### src/rtl/axis_flush_pipeline.sv
// AXI-Stream skid-buffer pipeline with occupancy count, synchronous flush and ingress packet drop.
// Latency: PL_DEPTH cycles through an empty pipe, 1 beat/clk sustained throughput.
// Backpressure: registered tready per stage, so s_tready never depends combinationally on m_tready.
// Ports: clk/rst_n; s_* sink AXIS; m_* source AXIS; flush request;
//        occupancy (beats held), drop_cnt (saturating discard count), trunc_err (egress cut pulse).
module axis_flush_pipeline #(
  parameter int PL_DEPTH       = 2,
  parameter int TDATA_WIDTH    = 512,
  parameter int TUSER_WIDTH    = 10,
  parameter bit ENABLE_TLAST   = 1'b1,
  parameter bit TREADY_RST_VAL = 1'b0,
  parameter int CNT_WIDTH      = 16,
  localparam int KEEP_W        = TDATA_WIDTH / 8,
  localparam int OCC_W         = $clog2(2 * PL_DEPTH + 1)
) (
  input  logic                   clk,
  input  logic                   rst_n,
  input  logic                   s_tvalid,
  output logic                   s_tready,
  input  logic [TDATA_WIDTH-1:0] s_tdata,
  input  logic [KEEP_W-1:0]      s_tkeep,
  input  logic                   s_tlast,
  input  logic [TUSER_WIDTH-1:0] s_tuser,
  output logic                   m_tvalid,
  input  logic                   m_tready,
  output logic [TDATA_WIDTH-1:0] m_tdata,
  output logic [KEEP_W-1:0]      m_tkeep,
  output logic                   m_tlast,
  output logic [TUSER_WIDTH-1:0] m_tuser,
  input  logic                   flush,
  output logic [OCC_W-1:0]       occupancy,
  output logic [CNT_WIDTH-1:0]   drop_cnt,
  output logic                   trunc_err
);

  localparam int PW    = TUSER_WIDTH + 1 + KEEP_W + TDATA_WIDTH;
  localparam int SUM_W = ((CNT_WIDTH > OCC_W) ? CNT_WIDTH : OCC_W) + 1;

  typedef enum logic {IDLE, DROP} drop_state_t;

  drop_state_t state_q, state_d;
  logic        in_drop;
  logic        rdy_en;    // low until the first edge after reset release
  logic        in_mid;    // last accepted ingress beat had no tlast
  logic        eg_mid;    // last sent egress beat had no tlast
  logic        push, pop, drop_beat;
  logic        tlast_raw;

  // link index i feeds stage i; link PL_DEPTH is the pipe output
  logic [PL_DEPTH:0] link_vld;
  logic [PL_DEPTH:0] link_rdy;
  logic [PW-1:0]     link_dat [PL_DEPTH+1];

  assign s_tready  = rdy_en ? (!flush && (in_drop || link_rdy[0])) : TREADY_RST_VAL;
  assign push      = s_tvalid && s_tready && !in_drop;
  assign drop_beat = s_tvalid && s_tready && in_drop;
  assign m_tvalid  = link_vld[PL_DEPTH] && !flush;
  assign pop       = m_tvalid && m_tready;

  assign link_vld[0]        = push;
  assign link_dat[0]        = {s_tuser, s_tlast, s_tkeep, s_tdata};
  assign link_rdy[PL_DEPTH] = m_tready && !flush;

  assign {m_tuser, tlast_raw, m_tkeep, m_tdata} = link_dat[PL_DEPTH];
  assign m_tlast = ENABLE_TLAST ? tlast_raw : 1'b1;

  for (genvar i = 0; i < PL_DEPTH; i++) begin : g_stage
    logic          main_vld, skid_vld;
    logic [PW-1:0] main_dat, skid_dat;
    logic          in_acc, out_rdy;

    assign out_rdy       = link_rdy[i+1];
    assign in_acc        = link_vld[i] && link_rdy[i];
    assign link_rdy[i]   = !skid_vld;
    assign link_vld[i+1] = main_vld;
    assign link_dat[i+1] = main_dat;

    // The skid register only fills when the main register is held by downstream,
    // which is what lets ready be a plain flop.
    always_ff @(posedge clk or negedge rst_n) begin
      if (!rst_n) begin
        main_vld <= 1'b0;
        skid_vld <= 1'b0;
      end else if (flush) begin
        main_vld <= 1'b0;
        skid_vld <= 1'b0;
      end else if (skid_vld) begin
        if (out_rdy) skid_vld <= 1'b0;
      end else if (in_acc) begin
        if (main_vld && !out_rdy) skid_vld <= 1'b1;
        else                      main_vld <= 1'b1;
      end else if (out_rdy) begin
        main_vld <= 1'b0;
      end
    end

    always_ff @(posedge clk) begin
      if (skid_vld) begin
        if (out_rdy) main_dat <= skid_dat;
      end else if (in_acc) begin
        if (main_vld && !out_rdy) skid_dat <= link_dat[i];
        else                      main_dat <= link_dat[i];
      end
    end
  end

  // Ingress drop FSM
  always_comb begin
    state_d = state_q;
    in_drop = (state_q == DROP);
    if (ENABLE_TLAST) begin
      case (state_q)
        IDLE:    if (flush && in_mid) state_d = DROP;
        DROP:    if (drop_beat && s_tlast) state_d = IDLE;
        default: state_d = IDLE;
      endcase
    end
  end

  // Flush retires every held beat at once; otherwise only dropped ingress beats count.
  logic [OCC_W-1:0] drop_add;
  logic [SUM_W-1:0] drop_sum;
  logic [CNT_WIDTH-1:0] drop_cnt_d;
  always_comb begin
    drop_add   = flush ? occupancy : OCC_W'(drop_beat);
    drop_sum   = SUM_W'(drop_cnt) + SUM_W'(drop_add);
    drop_cnt_d = (drop_sum > SUM_W'({CNT_WIDTH{1'b1}})) ? {CNT_WIDTH{1'b1}}
                                                         : drop_sum[CNT_WIDTH-1:0];
  end

  always_ff @(posedge clk or negedge rst_n) begin
    if (!rst_n) begin
      state_q   <= IDLE;
      rdy_en    <= 1'b0;
      in_mid    <= 1'b0;
      eg_mid    <= 1'b0;
      occupancy <= '0;
      drop_cnt  <= '0;
      trunc_err <= 1'b0;
    end else begin
      state_q   <= state_d;
      rdy_en    <= 1'b1;
      drop_cnt  <= drop_cnt_d;
      trunc_err <= flush && eg_mid;
      if (flush) begin
        occupancy <= '0;
        in_mid    <= 1'b0;
        eg_mid    <= 1'b0;
      end else begin
        occupancy <= occupancy + OCC_W'(push) - OCC_W'(pop);
        if (push) in_mid <= ENABLE_TLAST && !s_tlast;
        if (pop)  eg_mid <= ENABLE_TLAST && !tlast_raw;
      end
    end
  end

endmodule
### config.mk
export PLATFORM = sky130hd
export DESIGN_NAME = axis_flush_pipeline
export DESIGN_NICKNAME = d
export VERILOG_FILES = /design/src/rtl/axis_flush_pipeline.sv
export SDC_FILE = /design/constraint.sdc
export NUM_CORES = 2
export LEC_CHECK = 0
export CAP_MARGIN = 30
export CORE_AREA = 5 5 462 464
export DETAILED_ROUTE_END_ITERATION = 8
export DIE_AREA = 0 0 467 469
export SYNTH_ARGS = -nofsm -noshare
export SYNTH_HDL_FRONTEND = slang
export SYNTH_SLANG_ARGS = --single-unit
### constraint.sdc
create_clock -name clk -period 69.2 [get_ports clk]
set_input_delay 13.84 -clock clk [delete_from_list [all_inputs] [get_ports clk]]
set_output_delay 13.84 -clock clk [all_outputs]
set_load 0.05 [all_outputs]
==> Word-level counts from Yosys, hierarchy flattened <==
Cells that the tools add are included.
{ "word_totals": {"regBits": 2376, "inputBits": 592, "out_inout_bits": 609, "elab_cells": 103} }
{ "classes": {"n_addsub": 3, "n_lt_le_gt_ge": 1, "n_eq_ne": 9, "mux": 39, "bitwise": 3, "n_reduce_logical": 33} }
{ "op_table": {"columns": ["operator", "count"], "rows": [
  ["$mux W587", 8],
  ["$mux W1", 27],
  ["$reduce_and A3 Y1", 6],
  ["$add A16 B3 Y17", 1],
  ["$gt A17 B16 Y1 const B", 1],
  ["$mux W16", 1],
  ["$logic_and A1 B1 Y1", 14],
  ["$ne A2 B2 Y1 const B", 5],
  ["$ne A3 B3 Y1 const B", 3],
  ["$reduce_bool A2 Y1", 4],
  ["$logic_not A1 Y1", 7],
  ["$mux W3", 2],
  ["$add A3 B1 Y3", 1],
  ["$not A1 Y1", 3],
  ["$reduce_bool A3 Y1", 1],
  ["$sub A3 B1 Y3", 1],
  ["$ne A2 B1 Y1 const B", 1],
  ["$pmux W1 S2", 1],
  ["$logic_or A1 B1 Y1", 1]
]} }

==> Depth between registers and ports, before layout <==
{ "depth": {"depth_word": 10, "depth_mapped": 10, "depth_no_buf": 10} }

==> Worst setup path after synthesis <==
OpenSTA, ideal clock, no wires.
{ "synth_timing": {"path_type": "input to register", "startpoint": "input port m_tready", "endpoint": "register g_stage[1].skid_dat[0] (enable)", "setup_ns": 2.380, "arrival_time_ns": 55.992, "required_ns": 66.820, "setup_slack_ns": 10.828, "cell_stages": 2, "n_path_buf": 0, "cell_sequence": "nor2b_1 > nor3b_1"} }
{ "synth_via": {"elab_chain_len": 4} }
{ "synth_rtl": {"columns": ["element", "line_no", "rtl"], "rows": [
  ["from (decl)", "25", "input logic m_tready,"],
  ["$logic_and A1 B1 Y1", "62", "assign link_rdy[PL_DEPTH] = m_tready && !flush;"],
  ["$logic_not A1 Y1", "101", "if (main_vld && !out_rdy) skid_dat <= link_dat[i];"],
  ["$logic_and A1 B1 Y1", "101", null],
  ["$reduce_and A3 Y1 (no line)", null, null],
  ["to (signal assigned)", "101", null],
  ["to (decl)", "69", "logic [PW-1:0] main_dat, skid_dat;"]
]} }
Every way passes these cells.
A chain may end at the register's enable or synchronous reset.

==> Worst setup path after layout <==
{ "layout_timing": {"startpoint": "input port flush", "endpoint": "output port s_tready"} }
{ "layout_via": {"elab_chain_len": 3} }
{ "layout_rtl": {"columns": ["element", "line_no", "rtl"], "rows": [
  ["from (decl)", "30", "input logic flush,"],
  ["$logic_not A1 Y1", "54", "assign s_tready = rdy_en ? (!flush && (in_drop || link_rdy[0])) : TREADY_RST_VAL;"],
  ["$logic_and A1 B1 Y1", "54", null],
  ["$mux W1", "54", null],
  ["to (decl)", "19", "output logic s_tready,"]
]} }
Every way passes these cells.

==> impl_metrics.json <==
{
  "status": "finished clean",
  "overflow": 0,
  "endpoint_kind": "output pin",
  "hold_path_class": "reg -> reg",
  "post-place-cells": 7725,
  "clock_path_buffers": 3,
  "grt_max_degree": 146,
  "multi_input_area_um2": 13900,
  "cts_hold_buffers": 0,
  "crit_slowest_cell": "clkdlybuf4s50_1",
  "grt_usage": 0.188,
  "num_rows": 168,
  "synth.avg_cell_area_um2": 22.6,
  "grt_pass1_wl_mm": 300,
  "postCtsSetupBuffers": 0,
  "stdcell_area_um2": 109000,
  "ir_drop_uv": 25.2,
  "slew_viol_final": 0,
  "nets": 5758,
  "slew_headroom": 0.260,
  "dieArea_um2": 219000,
  "cts_tree": "built",
  "skew_ns": 0.0587,
  "worst_slew_pin_slew_ns": 1.11,
  "syn_inst": 3801,
  "die_h_um": 469,
  "clock-sinks": 2376,
  "fill_cells": 16627,
  "cts_resized": 0,
  "dpl_cell_area_um2": 101000,
  "crit_required_ns": 55.36,
  "drc": 0,
  "clk_latency_ns": 0.88,
  "clkTransAtPathRegs_ns": 0.06,
  "critPathMostFrequentCell": "clkdlybuf4s50_1",
  "synthArstFlopShare": 0.0118,
  "via_per_inst": 4.98,
  "synth_edf_count": 2348,
  "io_pins": 1201,
  "synth_seq_area_share": 0.830,
  "antenna_found_initial": 107,
  "fin_crit_sh": 0.432,
  "p_per_area_nw_per_um2": 27.3,
  "cts_made_buffers": 236,
  "regArea_um2": 71200,
  "grt_pass1_vias": 41643,
  "hpwlAfterDp_mm": 142,
  "synthesis.area_um2": 85800,
  "htreeDepth": 4,
  "drt_iter0_markers": 3236,
  "fin_cells": 8202,
  "hold_viol_final": 0,
  "start_util": 0.411,
  "die-width_um": 467,
  "finalSetupViolCount": 0,
  "ys_seq_elements": 2376,
  "netlist-cell-type-count": 37,
  "num_vias": 40844,
  "crit_path_max_incr_delay_ns": 0.87,
  "wl_mm": 213,
  "core_um2": 209000,
  "cp_max_fo": 18,
  "yosys_warnings": 0,
  "rsz0062_at_grt": "no",
  "crit_chain": "clkdlybuf4s50_1, nand2b_1, a21oi_1, clkdlybuf4s50_1",
  "hold_ws_ns": 0.409,
  "drtPass1Iterations": 5,
  "syn_to_final_growth_pct": 26.9,
  "fmax_ghz": 0.0334,
  "startpoint_type": "primary input",
  "ant_nets": 0,
  "place.gp.congestion": 0.844,
  "fin_tns_setup_ns": 0,
  "cts_root_buf": "clkbuf_16",
  "synthFlopType": "edfxtp_1",
  "finalCriticalPeriod_ns": 29.90,
  "synth_nets": 4400,
  "port_buffers": 1200,
  "maxCapViolCount": 0,
  "post_drt_wl_per_cell_um": 26.0,
  "final_layout_size_suffix_gt1_frac": 0.292,
  "power_leakage_nw": 34.8,
  "criticalPathCategory": "in -> out",
  "arrival_ns": 16.06
}
## report_power, final
| group | leakage [nW] | switching [W] | internal, W |
|---|---|---|---|
| sequential | 21.6 | 0.00000963 | 0.00160 |
| combinational | 9.48 | 0.0000642 | 0.0000624 |
| clock | 3.67 | 0.000549 | 0.000695 |
| total | 34.8 | 0.000623 | 0.00236 |
## final cells by class
type | instances | area share
timing repair buffer | 1255 | 0.116
antenna | 37 | 0.000850
tap | 2805 | 0.0322
sequential | 2376 | 0.654
clock buffer | 300 | 0.0572
multi-input combinational | 1279 | 0.128
clock inverter | 139 | 0.0118
inverter | 11 | 0.000379
## metal layers
metal | vias to the layer above | track usage | wire, um | share of wire
li1 | 18012 | - | - | -
met1 | 20997 | 0.224 | 80900 | 0.38
met2 | 1319 | 0.311 | 105000 | 0.49
met3 | 428 | 0.0777 | 20700 | 0.097
met4 | 88 | 0.0608 | 6440 | 0.030
met5 | - | 0 | 590 | 0.0028
## cell families (layout without fill, tap and decap cells)
| kind of cell | Yosys count | after routing | share of synthesized area |
|---|---|---|---|
| DFF | 2376 | 2376 | 0.830 |
| muxes | 1177 | 1177 | 0.154 |
| buffers and inverters | 146 | 1705 | 0.00798 |
| and+or+nand+nor | 62 | 62 | 0.00404 |
| AOI/OAI and AO/OA | 23 | 23 | 0.00150 |
| xor gates and xnor gates | 9 | 9 | 0.000919 |
| adders and majority gates | 7 | 7 | 0.00120 |
| other | 1 | 38 | 0.0000437 |
## synth_stat cells (all sizes together), types with 4 or more instances
cell type	instances	area [um2]
edfxtp	2348	70500
nand2b	5	31.3
inv	11	41.3
nor3	4	20.0
ha	5	62.6
xnor2	8	70.1
o21ai	10	50.1
buf	111	553
a21oi	8	40.0
nor2b	4	25.0
nand2	15	56.3
clkbuf	24	90.1
dfrtp	28	701
nor2	9	33.8
mux2	1176	13200
nand3	7	40.0
## final timing paths
kind	start	endpoint	slack, ns	depth (start not counted)
worst max register to register	g_stage[0].skid_vld	g_stage[0].skid_dat[296]	62.74	7
max in group asynchronous	rst_n	g_stage[0].skid_vld	55.51	2
min in group asynchronous	rst_n	drop_cnt[3]	13.37	2
worst min-delay path	g_stage[0].main_dat[229]	g_stage[1].skid_dat[229]	0.41	0
worst min register to register	g_stage[0].main_dat[229]	g_stage[1].skid_dat[229]	0.41	0
worst max-delay path	flush	s_tready	39.30	4
## through the flow
stage               setup slack [ns]   util  total power [W]
floorplan                      10.83      -          0.00171
global placement               39.30  0.485          0.00176
detailed placement             39.31  0.485          0.00177
CTS                            39.29  0.521          0.00302
global route                   39.19  0.522          0.00308
finish                         39.30  0.522          0.00298
## cells in the final DEF (no fill, tap or decap), types with 2 or more instances in the layout
cell type and instances:
bufinv_16 15, o21ai_0 10, ha_1 5, edfxtp_1 2348, buf_12 8, nand3_1 6, clkbuf_8 8, nor3_1 4
xnor2_1 8, diode_2 37, inv_1 11, dfrtp_1 26, nor3b_1 2, or3_1 3, clkinv_2 42, clkinv_1 57
clkbuf_1 56, dfrtp_4 2, nand2_1 15, clkinv_8 2, nand4_1 2, nand2b_1 5, and2_1 3, buf_4 43
clkinvlp_4 4, nor2_1 9, nor2b_1 4, mux2_2 1175, inv_6 6, buf_16 4, clkdlybuf4s50_1 1200, fa_1 2
nor4b_2 2, clkinv_16 4, a21oi_1 8, clkbuf_16 236, inv_16 8
## sequential cells by signal, indices dropped and copies added, names as in the netlist
name and count:
g_stage.skid_dat 1174, eg_mid 1, occupancy 3, in_drop 1, rdy_en 1, trunc_err 1, drop_cnt 16, g_stage.main_dat 1174
g_stage.main_vld 2, g_stage.skid_vld 2, in_mid 1
## critical path, delay by kind of cell
| family | cells | cell delay, ns |
|---|---|---|
| AND/OR/NAND/NOR | 1 | 0.34 |
| AO/OA/AOI/OAI | 1 | 0.24 |
| buffers and inverters | 2 | 1.63 |
Power figures use the tool's default switching activity.
